**src/rtl/pc_sequencer_if.sv**
```systemverilog
// pc_sequencer_if: decode-in / fetch-out bundle between control unit, sequencer and imem/regfile (Resume only with HALT_RESUME_EN)
interface pc_sequencer_if #(
    parameter int PC_W  = 32,
    parameter int JMP_W = 26,
    parameter int OFF_W = 16
);
    logic             Jump;
    logic             JR;
    logic             JAL;
    logic             Branch;
    logic             Cond;
    logic             HLT;
    logic             In;
    logic [JMP_W-1:0] JmpTarget;
    logic [OFF_W-1:0] BrOffset;
    logic [PC_W-1:0]  RegRS;
    logic             InValid;
`ifdef HALT_RESUME_EN
    logic             Resume;
`endif
    logic [PC_W-1:0]  PC;
    logic [PC_W-1:0]  LinkAddr;
    logic             LinkWrite;
    logic             InReq;
    logic             InLoad;
    logic             Halted;
`ifdef HALT_RESUME_EN
    modport master (output Jump, JR, JAL, Branch, Cond, HLT, In, JmpTarget, BrOffset, RegRS, InValid, Resume,
                    input PC, LinkAddr, LinkWrite, InReq, InLoad, Halted);
    modport slave (input Jump, JR, JAL, Branch, Cond, HLT, In, JmpTarget, BrOffset, RegRS, InValid, Resume,
                   output PC, LinkAddr, LinkWrite, InReq, InLoad, Halted);
`else
    modport master (output Jump, JR, JAL, Branch, Cond, HLT, In, JmpTarget, BrOffset, RegRS, InValid,
                    input PC, LinkAddr, LinkWrite, InReq, InLoad, Halted);
    modport slave (input Jump, JR, JAL, Branch, Cond, HLT, In, JmpTarget, BrOffset, RegRS, InValid,
                   output PC, LinkAddr, LinkWrite, InReq, InLoad, Halted);
`endif
endinterface

```
**src/rtl/pc_sequencer.sv**
```systemverilog
// pc_sequencer: PC register, jump/branch/link sequencing, IN stall and HALT state (HALT_RESUME_EN adds Resume exit from HALT)
module pc_sequencer #(
    parameter int              PC_W     = 32,
    parameter int              JMP_W    = 26,
    parameter int              OFF_W    = 16,
    parameter logic [PC_W-1:0] RESET_PC = '0
) (
    input logic           clock,
    input logic           reset,
    pc_sequencer_if.slave bus
);
    localparam logic [1:0] RUN     = 2'd0;
    localparam logic [1:0] WAIT_IN = 2'd1;
    localparam logic [1:0] HALT    = 2'd2;

    logic [1:0]      state, next_state;
    logic [PC_W-1:0] pc, next_pc, pc_inc, br_tgt, jmp_tgt;
    logic            run, waiting, halted, jump_sel, br_sel, in_sel, resume;

    assign pc_inc   = pc + 1'b1;
    assign br_tgt   = pc_inc + {{(PC_W-OFF_W){bus.BrOffset[OFF_W-1]}}, bus.BrOffset};
    assign jmp_tgt  = {{(PC_W-JMP_W){1'b0}}, bus.JmpTarget};
    assign run      = state == RUN;
    assign waiting  = state == WAIT_IN;
    assign halted   = state == HALT;
    assign jump_sel = run & ~bus.HLT & bus.Jump;
    assign br_sel   = run & ~bus.HLT & ~bus.Jump & bus.Branch & bus.Cond;
    assign in_sel   = run & ~bus.HLT & ~bus.Jump & ~(bus.Branch & bus.Cond) & bus.In;
`ifdef HALT_RESUME_EN
    assign resume   = halted & bus.Resume;
`else
    assign resume   = 1'b0;
`endif

    assign bus.PC        = pc;
    assign bus.LinkAddr  = pc_inc;
    assign bus.LinkWrite = jump_sel & bus.JAL;
    assign bus.InReq     = waiting | in_sel;
    assign bus.InLoad    = (waiting | in_sel) & bus.InValid;
    assign bus.Halted    = halted;

    // next-state / next-PC selection in strict priority order; WAIT_IN and HALT ignore decode inputs
    always_comb begin
        next_state = state;
        next_pc    = pc;
        if (run) begin
            if (bus.HLT) next_state = HALT;
            else if (jump_sel) next_pc = bus.JR ? bus.RegRS : jmp_tgt;
            else if (br_sel) next_pc = br_tgt;
            else if (in_sel) begin
                next_pc    = bus.InValid ? pc_inc : pc;
                next_state = bus.InValid ? RUN : WAIT_IN;
            end else next_pc = pc_inc;
        end else if (waiting) begin
            next_pc    = bus.InValid ? pc_inc : pc;
            next_state = bus.InValid ? RUN : WAIT_IN;
        end else if (resume) begin
            next_pc    = pc_inc;
            next_state = RUN;
        end
    end

    // state and PC registers with synchronous reset taking priority over any state
    always_ff @(posedge clock) begin
        if (reset) begin
            state <= RUN;
            pc    <= RESET_PC;
        end else begin
            state <= next_state;
            pc    <= next_pc;
        end
    end
endmodule

```
**src/flat_wrapper.sv**
```systemverilog
// flat-port wrapper written by rule: the top's interface ports become plain ports
module pc_sequencer_flat 
#(
    parameter int              PC_W     = 32,
    parameter int              JMP_W    = 26,
    parameter int              OFF_W    = 16,
    parameter logic [PC_W-1:0] RESET_PC = '0
)
  (clock, reset, bus_Jump, bus_JR, bus_JAL, bus_Branch, bus_Cond, bus_HLT, bus_In, bus_JmpTarget, bus_BrOffset, bus_RegRS, bus_InValid, bus_PC, bus_LinkAddr, bus_LinkWrite, bus_InReq, bus_InLoad, bus_Halted);
  pc_sequencer_if #(.PC_W(PC_W), .JMP_W(JMP_W), .OFF_W(OFF_W)) bus_i ();
  input logic clock;
  input logic reset;
  input wire logic [$bits(bus_i.Jump)-1:0] bus_Jump;
  input wire logic [$bits(bus_i.JR)-1:0] bus_JR;
  input wire logic [$bits(bus_i.JAL)-1:0] bus_JAL;
  input wire logic [$bits(bus_i.Branch)-1:0] bus_Branch;
  input wire logic [$bits(bus_i.Cond)-1:0] bus_Cond;
  input wire logic [$bits(bus_i.HLT)-1:0] bus_HLT;
  input wire logic [$bits(bus_i.In)-1:0] bus_In;
  input wire logic [$bits(bus_i.JmpTarget)-1:0] bus_JmpTarget;
  input wire logic [$bits(bus_i.BrOffset)-1:0] bus_BrOffset;
  input wire logic [$bits(bus_i.RegRS)-1:0] bus_RegRS;
  input wire logic [$bits(bus_i.InValid)-1:0] bus_InValid;
  output wire logic [$bits(bus_i.PC)-1:0] bus_PC;
  output wire logic [$bits(bus_i.LinkAddr)-1:0] bus_LinkAddr;
  output wire logic [$bits(bus_i.LinkWrite)-1:0] bus_LinkWrite;
  output wire logic [$bits(bus_i.InReq)-1:0] bus_InReq;
  output wire logic [$bits(bus_i.InLoad)-1:0] bus_InLoad;
  output wire logic [$bits(bus_i.Halted)-1:0] bus_Halted;
  assign bus_i.Jump = bus_Jump;
  assign bus_i.JR = bus_JR;
  assign bus_i.JAL = bus_JAL;
  assign bus_i.Branch = bus_Branch;
  assign bus_i.Cond = bus_Cond;
  assign bus_i.HLT = bus_HLT;
  assign bus_i.In = bus_In;
  assign bus_i.JmpTarget = bus_JmpTarget;
  assign bus_i.BrOffset = bus_BrOffset;
  assign bus_i.RegRS = bus_RegRS;
  assign bus_i.InValid = bus_InValid;
  assign bus_PC = bus_i.PC;
  assign bus_LinkAddr = bus_i.LinkAddr;
  assign bus_LinkWrite = bus_i.LinkWrite;
  assign bus_InReq = bus_i.InReq;
  assign bus_InLoad = bus_i.InLoad;
  assign bus_Halted = bus_i.Halted;
  pc_sequencer #(.PC_W(PC_W), .JMP_W(JMP_W), .OFF_W(OFF_W), .RESET_PC(RESET_PC)) u_core (.clock(clock), .reset(reset), .bus(bus_i));
endmodule
```
**config.mk**
```make
export PLATFORM = sky130hd
export DESIGN_NAME = pc_sequencer_flat
export DESIGN_NICKNAME = d
export VERILOG_FILES = /design/src/rtl/pc_sequencer_if.sv /design/src/rtl/pc_sequencer.sv /design/src/flat_wrapper.sv
export SDC_FILE = /design/constraint.sdc
export NUM_CORES = 1
export LEC_CHECK = 0
export CAP_MARGIN = 20
export CORE_MARGIN = 3
export CORE_UTILIZATION = 40
export CTS_CLUSTER_DIAMETER = 80
export DETAILED_ROUTE_END_ITERATION = 10
export PLACE_DENSITY = 0.67
export RECOVER_POWER = 50
export SYNTH_ARGS = -nofsm -noshare
export SYNTH_HDL_FRONTEND = slang
export SYNTH_SLANG_ARGS = --single-unit
export TNS_END_PERCENT = 1
```
**constraint.sdc**
```tcl
create_clock -name clock -period 5.41 [get_ports clock]
set_clock_uncertainty 0.2 [all_clocks]
set_input_delay 0.8115 -clock clock [delete_from_list [all_inputs] [get_ports clock]]
set_output_delay 0.8115 -clock clock [all_outputs]
set_load 0.02 [all_outputs]
```
## Yosys cells after proc, flatten, opt, wreduce, memory -nomap -nowiden

Cells that the tools add are included.

| word-level totals | value |
|---|---|
| bits in registers | 34 |
| bits in latches | 0 |
| RAM bits | 0 |
| bits in read-only memories | 0 |
| input port bits | 84 |
| output and inout bits | 68 |
| word-level logic and storage cells | 43 |
| memories | 0 |

| cells by class | value |
|---|---|
| add/sub/neg operators | 2 |
| multipliers | 0 |
| div/mod/pow operators | 0 |
| $lt $le $gt $ge | 0 |
| equal/unequal tests | 6 |
| shift-type cells | 0 |
| muxes and demuxes | 15 |
| bitwise logic cells | 14 |
| reduce and logical (&&, ||, !) cells | 4 |

Operators with widths:

| operator | number |
|---|---|
| 32-bit two-way mux | 8 |
| 32-bit by 1-bit adder with 32-bit output (second input constant) | 1 |
| 32-bit adder | 1 |
| 2-bit two-way mux | 6 |
| 1-bit AND | 10 |
| 3-bit inequality test (second input constant) | 3 |
| 4-bit AND reduction | 1 |
| 1-bit NOT | 3 |
| 2-bit by 1-bit equality test with 1-bit output (second input constant) | 1 |
| 2-bit equality test (second input constant) | 1 |
| 2-bit zero test | 1 |
| 2-bit inequality test (second input constant) | 1 |
| 2-bit AND reduction | 1 |
| 2-bit nonzero test | 1 |
| 1-bit two-way mux | 1 |
| 1-bit OR | 1 |

## Logic depth before layout (Yosys ltp)

Gate-level depths: netlist (run 1).

| logic depth | value |
|---|---|
| depth in word-level cells | 10 |
| gate-level depth with buffers | 15 |
| gate-level depth less buffers | 13 |

## Worst setup path after synthesis (run 1)

Ideal clock, no wire load.

| timing path | value |
|---|---|
| path type | register to register |
| start | reg u_core.pc[0] (netlist: u_core.bus.PC[0]) |
| end | reg u_core.pc[29] (netlist: u_core.bus.PC[29]) |
| library setup time | 0.062 ns |
| arrival time | 4.161 ns |
| data required time | 5.148 ns |
| setup slack | 0.987 ns |
| cell stages (with the launch flop) | 16 |
| path buffers | 2 |
| clock period less this slack | 4.423 ns |
| cells stage by stage | dfxtp_1 -> ha_1 -> nand3_2 -> nor4_4 -> buf_2 -> nand4_1 -> xnor2_1 -> ha_1 -> clkbuf_1 -> a21oi_1 -> o21ai_0 -> o31ai_1 -> a31oi_1 -> a311o_1 -> a211o_1 -> nand3_1 |

| between the ends | value |
|---|---|
| elaborated cells between the ends (all ways) | 9 |
| those cells by class | 2 x add/sub; 7 x mux |

RTL lines:

| what | RTL line | text |
|---|---|---|
| start, declared | pc_sequencer.sv:17 | `logic [PC_W-1:0] pc, next_pc, pc_inc, br_tgt, jmp_tgt;` |
| start signal, assigned | pc_sequencer.sv:70 | `pc <= next_pc;` |
| 32-bit by 1-bit adder with 32-bit output | pc_sequencer.sv:20 | `assign pc_inc = pc + 1'b1;` |
| net bus_LinkAddr[20] | flat_wrapper.sv:25 | `output wire logic [$bits(bus_i.LinkAddr)-1:0] bus_LinkAddr;` |
| 32-bit adder | pc_sequencer.sv:21 | `assign br_tgt = pc_inc + {{(PC_W-OFF_W){bus.BrOffset[OFF_W-1]}}, bus.BrOffset};` |
| 32-bit two-way mux | pc_sequencer.sv:49 | `else if (br_sel) next_pc = br_tgt;` |
| 32-bit two-way mux | pc_sequencer.sv:48 | `else if (jump_sel) next_pc = bus.JR ? bus.RegRS : jmp_tgt;` |
| 32-bit two-way mux | pc_sequencer.sv:47 | `if (bus.HLT) next_state = HALT;` |
| 32-bit two-way mux | pc_sequencer.sv:46 | `if (run) begin` |

The timed path passes the listed nets, and every way through them passes these cells. The select of a mux whose other input is x is not followed.
A chain may end at the register's enable or synchronous reset.

## Final worst setup path (run 1)

| timing path | value |
|---|---|
| start | in bus_HLT |
| end | reg u_core.pc[31] (netlist: u_core.bus.PC[31]) |

| between the ends | value |
|---|---|
| longest elaborated chain between the ends | 10 |
| elaborated cells between the ends (all ways) | 15 |
| those cells by class | 1 x eq/ne; 5 x mux; 8 x bitwise; 1 x reduce/logical |

Ends and longest elaborated chain:

| what | RTL line | text |
|---|---|---|
| start, declared | flat_wrapper.sv:18 | `input wire logic [$bits(bus_i.HLT)-1:0] bus_HLT;` |
| 1-bit NOT | pc_sequencer.sv:26, pc_sequencer.sv:27, pc_sequencer.sv:28 |  |
| 1-bit AND | pc_sequencer.sv:26, pc_sequencer.sv:27, pc_sequencer.sv:28 |  |
| 1-bit AND | pc_sequencer.sv:27, pc_sequencer.sv:28 |  |
| 1-bit AND (2 in a row) | pc_sequencer.sv:28 | `assign in_sel = run & ~bus.HLT & ~bus.Jump & ~(bus.Branch & bus.Cond) & bus.In;` |
| 32-bit two-way mux | pc_sequencer.sv:50 | `else if (in_sel) begin` |
| 32-bit two-way mux | pc_sequencer.sv:49 |  |
| 32-bit two-way mux | pc_sequencer.sv:48 |  |
| 32-bit two-way mux | pc_sequencer.sv:47 |  |
| 32-bit two-way mux | pc_sequencer.sv:46 |  |

Several ways; a longest one is shown, not always the timed one. The select of a mux whose other input is x is not followed.

==> results of run 1 <==
## power by group
| part | switching [mW] | internal [mW] | total (mW) |
|---|---|---|---|
| logic | 0.363 | 0.268 | 0.631 |
| clock network | 0.128 | 0.209 | 0.337 |
| registers | 0.0471 | 0.267 | 0.314 |
| total | 0.538 | 0.745 | 1.28 |
## metrics by stage
step                      hold slack [ps]  worst slack [ps]  std cells  utilization (%)
after detailed placement              357               235       1178             52.3
after global routing                  392              45.5       1186             53.4
after global placement                354               120       1178             52.3
after floorplan                       415               987        896                -
after CTS                             367               187       1186             53.4
final                                 364               364       1186             53.4
## state kept, by name, summed over array words and instances, names as in the netlist
| name | cells |
|---|---|
| u_core.state | 2 |
| u_core.bus.PC | 32 |
## synthesized netlist by cell type (5+ instances only)
cell type / instances / area, sq um
nand2_1: 95 / 357
a21oi_1: 80 / 400
nor2_1: 74 / 278
o21ai_0: 58 / 290
clkbuf_1: 52 / 195
xnor2_1: 43 / 377
nand3_1: 40 / 200
ha_1: 39 / 488
dfxtp_1: 34 / 681
xor2_1: 32 / 280
nand4_1: 27 / 169
nor3_1: 27 / 135
mux2i_1: 25 / 250
a31oi_1: 20 / 125
inv_1: 18 / 67.6
o211ai_1: 16 / 120
a211oi_1: 14 / 105
buf_2: 13 / 65.1
nor4_1: 13 / 81.3
a21o_1: 11 / 82.6
and3_1: 10 / 62.6
and4_1: 8 / 70.1
o31ai_1: 8 / 60.1
a311oi_1: 7 / 61.3
nor2b_1: 7 / 43.8
o221ai_1: 7 / 61.3
and2_1: 6 / 37.5
nand2b_1: 6 / 37.5
o21bai_1: 6 / 45.0
o22ai_1: 6 / 37.5
or3_1: 6 / 37.5
or4_1: 6 / 45.0
a221oi_1: 5 / 43.8
a22oi_1: 5 / 37.5
a311o_1: 5 / 50.1
o21a_1: 5 / 37.5
## layer usage
layer | vias up | wire (um)
met2 | 448 | 11100
met5 | - | 0
met4 | 0 | 907
met1 | 3484 | 11100
met3 | 64 | 2210
li1 | 3571 | -
## cell usage in the layout (no fill, tap or decap), types with 16 or more instances in the layout
cell type / n
nor2_1: 74
dlygate4sd3_1: 45
dfxtp_1: 34
inv_1: 18
nand2_1: 95
buf_4: 16
o211ai_1: 16
a31oi_1: 20
xor2_1: 32
mux2i_1: 25
nand4_1: 27
a21oi_1: 79
nand3_1: 40
clkdlybuf4s50_1: 105
xnor2_1: 43
nor3_1: 27
o21ai_0: 58
ha_1: 39
## worst max-delay path: cells and delay by family
kind | cells | cell delay, ps
buffers and inverters | 2 | 2090
AND/OR/NAND/NOR | 5 | 1580
AO/OA/AOI/OAI | 2 | 520
## path summary, 6_finish.rpt
path / from / depth (start not counted) / endpoint
setup / recovery: bus_HLT / 9 / u_core.bus.PC[31]
hold reg to reg: u_core.bus.PC[1] / 2 / u_core.bus.PC[1]
setup reg to reg: u_core.bus.PC[0] / 13 / u_core.bus.PC[28]
hold / removal: u_core.bus.PC[1] / 2 / u_core.bus.PC[1]
## cell type report
type	instances	area, sq um	area share (%)
multi-input cells	773	5060	64.6
repair buffers	169	1630	20.8
flip-flops and latches	34	681	8.68
well taps	184	230	2.94
clock buffers	8	166	2.12
inverters	18	67.6	0.862
## cell families (layout without fill, tap and decap cells)
kind of cell	count (synthesis)	after routing
multiplexers	29	29
adder cells (fa/ha/maj)	40	40
flip-flops	34	34
AO/OA/AOI/OAI	286	286
buffers and inverters	89	195
XOR/XNOR	75	75
AND/OR/NAND/NOR	343	343
## repair_timing
item,CTS,global route
hold endpoints to repair,0,0
setup endpoints to repair,0,1
gates resized for setup,0,1
==> flow_summary.yaml, run 1 <==
layout:
  drive_above_1_share_pct: 4.39
  syn2layout_area_growth_pct: 28.8
  nFillCells: 1460
  n_antenna_cell: 0
  fin_nets: 1125
  fin_area_sq_um: 7840
pwr:
  cellLeakagePower_nw: 3.03
  cellPowerDensity_nw_per_um2: 164
  peakVddDrop_v: 0.000127
  power_mw: 1.28
floorplanning:
  pin_count: 152
  start_util_pct: 41.4
  die_w_um: 129
  die_area_sq_um: 16700
  fp.coreArea_sq_um: 14700
  std_cell_rows: 44
  die_h_um: 129
route:
  wire_per_inst_um: 21.4
  vias_per_cell: 6.38
  vias: 7567
  drcViolationCount: 0
  detail-route-antenna-nets: 0
  drt_iter0_markers: 971
  drt_wl_total_um: 25300
  dr.pass1.iters: 7
hold_path:
  min_path_type: "reg -> reg"
synth:
  ys_seq_area_share_pct: 11.2
  syn_avg_cell_area_sq_um: 6.80
  synth_cell_type_count: 72
  netlist_instances: 896
  synthFlopType: "dfxtp_1"
  synthAdderAreaFrac_pct: 8.34
  synth_mux_area_share_pct: 4.85
  async_flop_share_pct: 0
  synthSimpleGateAreaFrac_pct: 28.6
  synth-xor-area-share_pct: 10.8
  synth_top_family_by_area: "compound AO/OA/AOI/OAI gates"
  syn_area_sq_um: 6090
  synth-compound-area-share_pct: 30.4
  yosysWarningCount: 0
  syn-num-nets: 1020
  synth_seq_cells: 34
  synth_edf_count: 0
global_routing:
  grtUsageMet1_pct: 41.0
  antenna_found_initial: 1
  grt_pass1_vias: 6825
  grtUsageTotal_pct: 28.9
  grt-ovfl-total: 0
  top_usage_layer: "met2"
  grt_max_degree: 37
  grt_pass1_wl_um: 38300
  met2_usage_pct: 44.1
  use_met3_pct: 4.58
setup_path:
  cp_common_cell: "nor2_1"
  startpoint_type: "input pin"
  cp.arrival_ps: 5020
  path_cells: "dlygate4sd3_1 -> or4_1 -> nor2_1 -> clkbuf_1 -> nor2_1 -> o211a_1 -> nor2_1 -> a311o_1 -> nand3_1"
  slowest_delay_ps: 1410
  crit_fanout: 36
  end_kind: "register"
  slowest_stage: "clkbuf_1"
  path_class: "in -> reg"
  r2r_slack_ps: 370
  critPathRequiredTime_ps: 5390
flow_run:
  drv_cap: 1
sta:
  hold_viol_final: 0
  final_max_slew_viol_count: 37
  setup-violations-final: 0
  max_freq_ghz: 0.198
  maxSlewHeadroom_pct: -29.3
  grt_setup_unrepaired: "no"
  worst_pin_slew_ps: 1940
  period_share_pct: 93.3
  setup_tns_ps: 0
  fin_crit_ps: 5050
clocking:
  cts_tree: "done"
  h-tree-depth: 2
  path_clk_slew_ps: 60
  clockBufferDepth: 2
  cts_root_buffer: "clkbuf_16"
  hold_buffers: 0
  cts_setup_buffers: 0
  cts_buffers: 5
  clk_latency_ps: 290
  clock-sinks: 34
status:
  violations: "capacitance limit, slew limit"
  status: "finished, violations left"
place:
  gp_congestion: 0.894
  port_buffers: 151
  post_dp_cell_area_sq_um: 7690
  dpl.hpwl_um: 19000
Note: power is estimated with default switching activity, not from simulation.
==> run 2: changes to the inputs <==
Settings changed: CAP_MARGIN 20 to not set, SLEW_MARGIN set to 15.
==> results of run 2 <==
The final DEF is identical to that of run 1; final timing and power are the same.
